**src/rtl/serial_add_pkg.sv**
```systemverilog
// Shared types and constants for the bit-serial adder controller.
// Holds the FSM state encoding and the default operand width.
package serial_add_pkg;

    typedef enum logic [1:0] {
        IDLE = 2'd0,
        RUN  = 2'd1,
        DONE = 2'd2
    } state_t;

    localparam int DEFAULT_WIDTH = 8;

endpackage

```
**src/rtl/serial_add_if.sv**
```systemverilog
// Handshake and data bundle between a requester and serial_add_ctrl.
// The ovf signal exists only when SERIAL_ADD_OVF_EN is defined.
interface serial_add_if #(
    parameter int WIDTH = serial_add_pkg::DEFAULT_WIDTH
);
    logic             start;
    logic [WIDTH-1:0] a;
    logic [WIDTH-1:0] b;
    logic             cin;
    logic             busy;
    logic             done;
    logic [WIDTH-1:0] sum;
    logic             cout;
`ifdef SERIAL_ADD_OVF_EN
    logic             ovf;
`endif

`ifdef SERIAL_ADD_OVF_EN
    modport master (output start, a, b, cin, input busy, done, sum, cout, ovf);
    modport slave  (input start, a, b, cin, output busy, done, sum, cout, ovf);
`else
    modport master (output start, a, b, cin, input busy, done, sum, cout);
    modport slave  (input start, a, b, cin, output busy, done, sum, cout);
`endif
endinterface

```
**src/rtl/serial_add_ctrl_fa_cell.sv**
```systemverilog
// Single-bit full adder used as the only arithmetic cell of the serial adder.
module fa_cell (
    input  logic a,
    input  logic b,
    input  logic cin,
    output logic s,
    output logic cout
);
    assign s    = a ^ b ^ cin;
    assign cout = (a & b) | (cin & (a ^ b));
endmodule

```
**src/rtl/serial_add_ctrl.sv**
```systemverilog
// Bit-serial adder: one result bit per clock, LSB first, through one fa_cell.
// Optional signed-overflow output enabled by defining SERIAL_ADD_OVF_EN.
module serial_add_ctrl
    import serial_add_pkg::*;
#(
    parameter int WIDTH = DEFAULT_WIDTH
) (
    input  logic         clk,
    input  logic         rst_n,
    serial_add_if.slave  bus
);
    localparam int CNT_W = $clog2(WIDTH) + 1;
    localparam logic [CNT_W-1:0] LAST_BIT = CNT_W'(WIDTH - 1);

    state_t           state_q, state_d;
    logic [CNT_W-1:0] cnt_q, cnt_d;
    logic [WIDTH-1:0] a_sh_q, a_sh_d;
    logic [WIDTH-1:0] b_sh_q, b_sh_d;
    logic [WIDTH-1:0] sum_q, sum_d;
    logic             carry_q, carry_d;
    logic             cout_q, cout_d;
`ifdef SERIAL_ADD_OVF_EN
    logic             ovf_q, ovf_d;
`endif

    logic fa_s;
    logic fa_co;

    fa_cell u_fa (
        .a    (a_sh_q[0]),
        .b    (b_sh_q[0]),
        .cin  (carry_q),
        .s    (fa_s),
        .cout (fa_co)
    );

    always_comb begin
        state_d = state_q;
        cnt_d   = cnt_q;
        a_sh_d  = a_sh_q;
        b_sh_d  = b_sh_q;
        sum_d   = sum_q;
        carry_d = carry_q;
        cout_d  = cout_q;
`ifdef SERIAL_ADD_OVF_EN
        ovf_d   = ovf_q;
`endif
        case (state_q)
            IDLE: begin
                if (bus.start) begin
                    a_sh_d  = bus.a;
                    b_sh_d  = bus.b;
                    carry_d = bus.cin;
                    cnt_d   = '0;
                    state_d = RUN;
                end
            end
            RUN: begin
                // Result fills from the top so bit 0 lands in place after WIDTH shifts.
                sum_d   = {fa_s, sum_q[WIDTH-1:1]};
                a_sh_d  = a_sh_q >> 1;
                b_sh_d  = b_sh_q >> 1;
                carry_d = fa_co;
                cnt_d   = cnt_q + 1'b1;
                if (cnt_q == LAST_BIT) begin
                    cout_d  = fa_co;
`ifdef SERIAL_ADD_OVF_EN
                    // carry_q is the carry into the MSB on this last step.
                    ovf_d   = carry_q ^ fa_co;
`endif
                    state_d = DONE;
                end
            end
            DONE:    state_d = IDLE;
            default: state_d = IDLE;
        endcase
    end

    always_ff @(posedge clk or negedge rst_n) begin
        if (!rst_n) begin
            state_q <= IDLE;
            cnt_q   <= '0;
            a_sh_q  <= '0;
            b_sh_q  <= '0;
            sum_q   <= '0;
            carry_q <= 1'b0;
            cout_q  <= 1'b0;
`ifdef SERIAL_ADD_OVF_EN
            ovf_q   <= 1'b0;
`endif
        end else begin
            state_q <= state_d;
            cnt_q   <= cnt_d;
            a_sh_q  <= a_sh_d;
            b_sh_q  <= b_sh_d;
            sum_q   <= sum_d;
            carry_q <= carry_d;
            cout_q  <= cout_d;
`ifdef SERIAL_ADD_OVF_EN
            ovf_q   <= ovf_d;
`endif
        end
    end

    assign bus.busy = (state_q == RUN);
    assign bus.done = (state_q == DONE);
    assign bus.sum  = sum_q;
    assign bus.cout = cout_q;
`ifdef SERIAL_ADD_OVF_EN
    assign bus.ovf  = ovf_q;
`endif

endmodule

```
**src/flat_wrapper.sv**
```systemverilog
// flat-port wrapper written by rule: the top's interface ports become plain ports
module serial_add_ctrl_flat import serial_add_pkg::*;
#(
    parameter int WIDTH = DEFAULT_WIDTH
)
  (clk, rst_n, bus_start, bus_a, bus_b, bus_cin, bus_busy, bus_done, bus_sum, bus_cout);
  serial_add_if #(.WIDTH(WIDTH)) bus_i ();
  input  logic clk;
  input  logic rst_n;
  input wire logic [$bits(bus_i.start)-1:0] bus_start;
  input wire logic [$bits(bus_i.a)-1:0] bus_a;
  input wire logic [$bits(bus_i.b)-1:0] bus_b;
  input wire logic [$bits(bus_i.cin)-1:0] bus_cin;
  output wire logic [$bits(bus_i.busy)-1:0] bus_busy;
  output wire logic [$bits(bus_i.done)-1:0] bus_done;
  output wire logic [$bits(bus_i.sum)-1:0] bus_sum;
  output wire logic [$bits(bus_i.cout)-1:0] bus_cout;
  assign bus_i.start = bus_start;
  assign bus_i.a = bus_a;
  assign bus_i.b = bus_b;
  assign bus_i.cin = bus_cin;
  assign bus_busy = bus_i.busy;
  assign bus_done = bus_i.done;
  assign bus_sum = bus_i.sum;
  assign bus_cout = bus_i.cout;
  serial_add_ctrl #(.WIDTH(WIDTH)) u_core (.clk(clk), .rst_n(rst_n), .bus(bus_i));
endmodule
```
**config.mk**
```make
export PLATFORM = sky130hd
export DESIGN_NAME = serial_add_ctrl_flat
export DESIGN_NICKNAME = d
export VERILOG_FILES = /design/src/rtl/serial_add_pkg.sv /design/src/rtl/serial_add_if.sv /design/src/rtl/serial_add_ctrl_fa_cell.sv /design/src/rtl/serial_add_ctrl.sv /design/src/flat_wrapper.sv
export SDC_FILE = /design/constraint.sdc
export NUM_CORES = 1
export LEC_CHECK = 0
export ABC_AREA = 1
export CELL_PAD_IN_SITES_DETAIL_PLACEMENT = 0
export CELL_PAD_IN_SITES_GLOBAL_PLACEMENT = 2
export CORE_ASPECT_RATIO = 0.7
export CORE_MARGIN = 4
export CORE_UTILIZATION = 27
export DETAILED_ROUTE_END_ITERATION = 6
export GPL_ROUTABILITY_DRIVEN = 0
export PLACE_DENSITY_LB_ADDON = 0.1
export SETUP_SLACK_MARGIN = 0.1
export SYNTH_ARGS = -nofsm -noshare
export SYNTH_HDL_FRONTEND = slang
export SYNTH_SLANG_ARGS = --single-unit
```
**constraint.sdc**
```tcl
create_clock -name clk -period 1.05 [get_ports clk]
set_input_delay 0.21 -clock clk [delete_from_list [all_inputs] [get_ports clk]]
set_output_delay 0.21 -clock clk [all_outputs]
set_load 0.01 [all_outputs]
```
==> flow_summary.toml <==
[status]
status = "complete, but fails checks"
violations = "negative setup slack"

[power]
peakVddDrop_uv = 900.7
power_uw = 6539
cellLeakagePower_uw = 0.001109
power_per_cell_area_nw_per_um2 = 2843

[timing]
worstMarginPinSlew_ps = 190.4
fin_tns_setup_ps = -2475
setup_viol = 29
drv_slew = 0
setup_slack_ps = -141.0
finalCritPeriodShare = 1.134
hold_viol = 0
skew_ps = 5.331
maxSlewHeadroom = 0.8731
period_needed_ps = 1191
clock.fmax_mhz = 839.7
rsz0062_at_grt = "yes"

[critical_path]
cp-end-kind = "output pin"
crit_family = "flip-flops"
cp.arrival_ps = 980
crit_type = "flip-flop to output pin"
worstPathRequired_ps = 840
path_buf_inv = 2
start_kind = "flip-flop"
slowest_stage = "dfrtp_2"
worstPathMaxFanout = 3
critPathMaxStageDelay_ps = 430
cp_cell_sequence = "nand2_4 -> inv_8 -> buf_6"

[synth]
yosys_warnings = 0
syn_area_um2 = 1459
synth_seq_area_share = 0.5489
ys_seq_elements = 32
synth.distinct_cells = 23
synth_nets = 182
synth_cells = 160
syn_avg_cell_area_um2 = 9.118

[layout]
fin_util = 0.4397
diodes = 0
drive_above_1_share = 0.3587
final_common_cell = "nand2_1"
syn2layout_area_growth_pct = 57.63
most-common-layout-cells = "nand2_1, nand3_1, dfrtp_1"
fin_nets = 244

[clocking]
clk_latency_ps = 280
cts_inserted_buffers = 5
h-tree-depth = 2
postCtsHoldBufs = 0
cts_sinks = 32
cts_buffer_depth = 2
path_clk_slew_ps = 70
cts_root_buffer = "clkbuf_8"
cts_tree = "yes"

[placement]
dp_hpwl_mm = 2.356
portBuffers = 30
preCtsSetupSlack_ps = -287.7

[global_routing]
grt_first_pass_wirelength_mm = 6.292
grt_start_max_net_pins = 33
antenna_found_initial = 0
grt_pass1_vias = 1368
grtUsageTotal = 0.1229
overflow = 0

[floorplanning]
dieArea_um2 = 6662
pin_count = 31
core_area_um2 = 5230
die-width_um = 95.86
rows = 22
initial_utilization = 0.2789
fp.dieH_um = 69.50

[route]
antenna_left = 0
drt_iter0_markers = 59
vias = 1295
drtPass1Iterations = 4
vias_per_cell = 4.390
drc = 0
wirelength_mm = 3.998
avgRoutedWirePerCell_um = 13.55

[min_path]
hold_class = "input pin to asynchronous set/reset pin"

[job]
drv_cap = 0
-- power by group --
part           switching [uW]  internal (uW)  total [uW]
registers                 335           1740        2080
clock network             456            535         991
logic                    1630           1840        3470
total                    2420           4120        6540
-- synth_stat cells --
library cell / count / share of area
nand2_1: 55 / 0.14
nand3_1: 36 / 0.12
dfrtp_1: 32 / 0.55
inv_1: 6 / 0.015
nor2_1: 4 / 0.010
o21ai_0: 4 / 0.014
o21ai_1: 4 / 0.014
buf_6: 3 / 0.023
buf_2: 2 / 0.0069
buf_12: 1 / 0.014
buf_4: 1 / 0.0051
buf_8: 1 / 0.010
fa_1: 1 / 0.014
ha_1: 1 / 0.0086
inv_2: 1 / 0.0026
inv_8: 1 / 0.0077
nand2_2: 1 / 0.0043
nand2_4: 1 / 0.0077
nand3_2: 1 / 0.0069
nand3b_1: 1 / 0.0051
nand4_1: 1 / 0.0043
nor2_4: 1 / 0.0077
o21bai_1: 1 / 0.0051
-- metal layers --
metal	up-vias	share of wire	track usage
met5	-	0	0
met4	0	0.015	0.04732
met3	7	0.043	0.03471
met2	23	0.49	0.2018
met1	611	0.45	0.1512
li1	654	-	-
-- path summary, 6_finish.rpt --
kind	startpoint	slack (ps)	cells after the start	to
setup / recovery	u_core.state_q[0]	-140	3	bus_busy
hold / removal	rst_n	290	2	u_core.b_sh_q[1]
setup reg to reg	u_core.carry_q	-120	4	u_core.carry_q
hold reg to reg	u_core.a_sh_q[5]	500	2	u_core.a_sh_q[4]
max in group asynchronous	rst_n	570	2	u_core.state_q[0]
min in group clk	bus_a[7]	460	3	u_core.a_sh_q[7]
-- registers in the layout, summed over array words and instances, names as in the netlist --
name,count
u_core.a_sh_q,8
u_core.b_sh_q,8
u_core.state_q,2
u_core.bus.cout,1
u_core.carry_q,1
u_core.bus.sum,8
u_core.cnt_q,4
-- cell families (layout without fill, tap and decap cells) --
logic type / count (synthesis) / after routing / synth area share
buffers and inverters: 16 / 79 / 0.08490
AND/OR/NAND/NOR: 101 / 101 / 0.3113
flip-flops: 32 / 32 / 0.5489
AO/OA/AOI/OAI: 9 / 9 / 0.03259
adder cells (fa/ha/maj): 2 / 2 / 0.02230
-- final cells by class --
cell class,instances,area [um^2]
Fill cell,522,2930
Sequential cell,32,802.0
Timing Repair Buffer,63,653.1
Multi-Input combinational cell,112,626.9
Clock buffer,8,90.09
Tap cell,72,90.09
Inverter,8,37.54
-- worst reg2reg max path: stages, from the launching register on --
cell and delay (ps):
dfrtp_1 410, fa_2 370, inv_1 100, nor2_4 40, nand3b_1 140
-- stage by stage --
step | cells | hold WS (ps) | cell area, um^2
4_1_cts | 285 | 289.1 | 2110
3_5_place_dp | 271 | 487.0 | 1978
6_report | 295 | 291.6 | 2300
5_1_grt | 295 | 301.5 | 2300
3_3_place_gp | 271 | 474.9 | 1978
2_1_floorplan | 160 | -85.59 | 1496
-- timing repair --
| item | CTS | global route |
|---|---|---|
| setup endpoints to repair | 43 | 43 |
| gates cloned | 1 | 3 |
| setup buffers | 5 | 7 |
| gates resized for setup | 55 | 19 |
| pin swaps | 2 | 2 |
No activity file was read; power rests on OpenSTA's default activity.
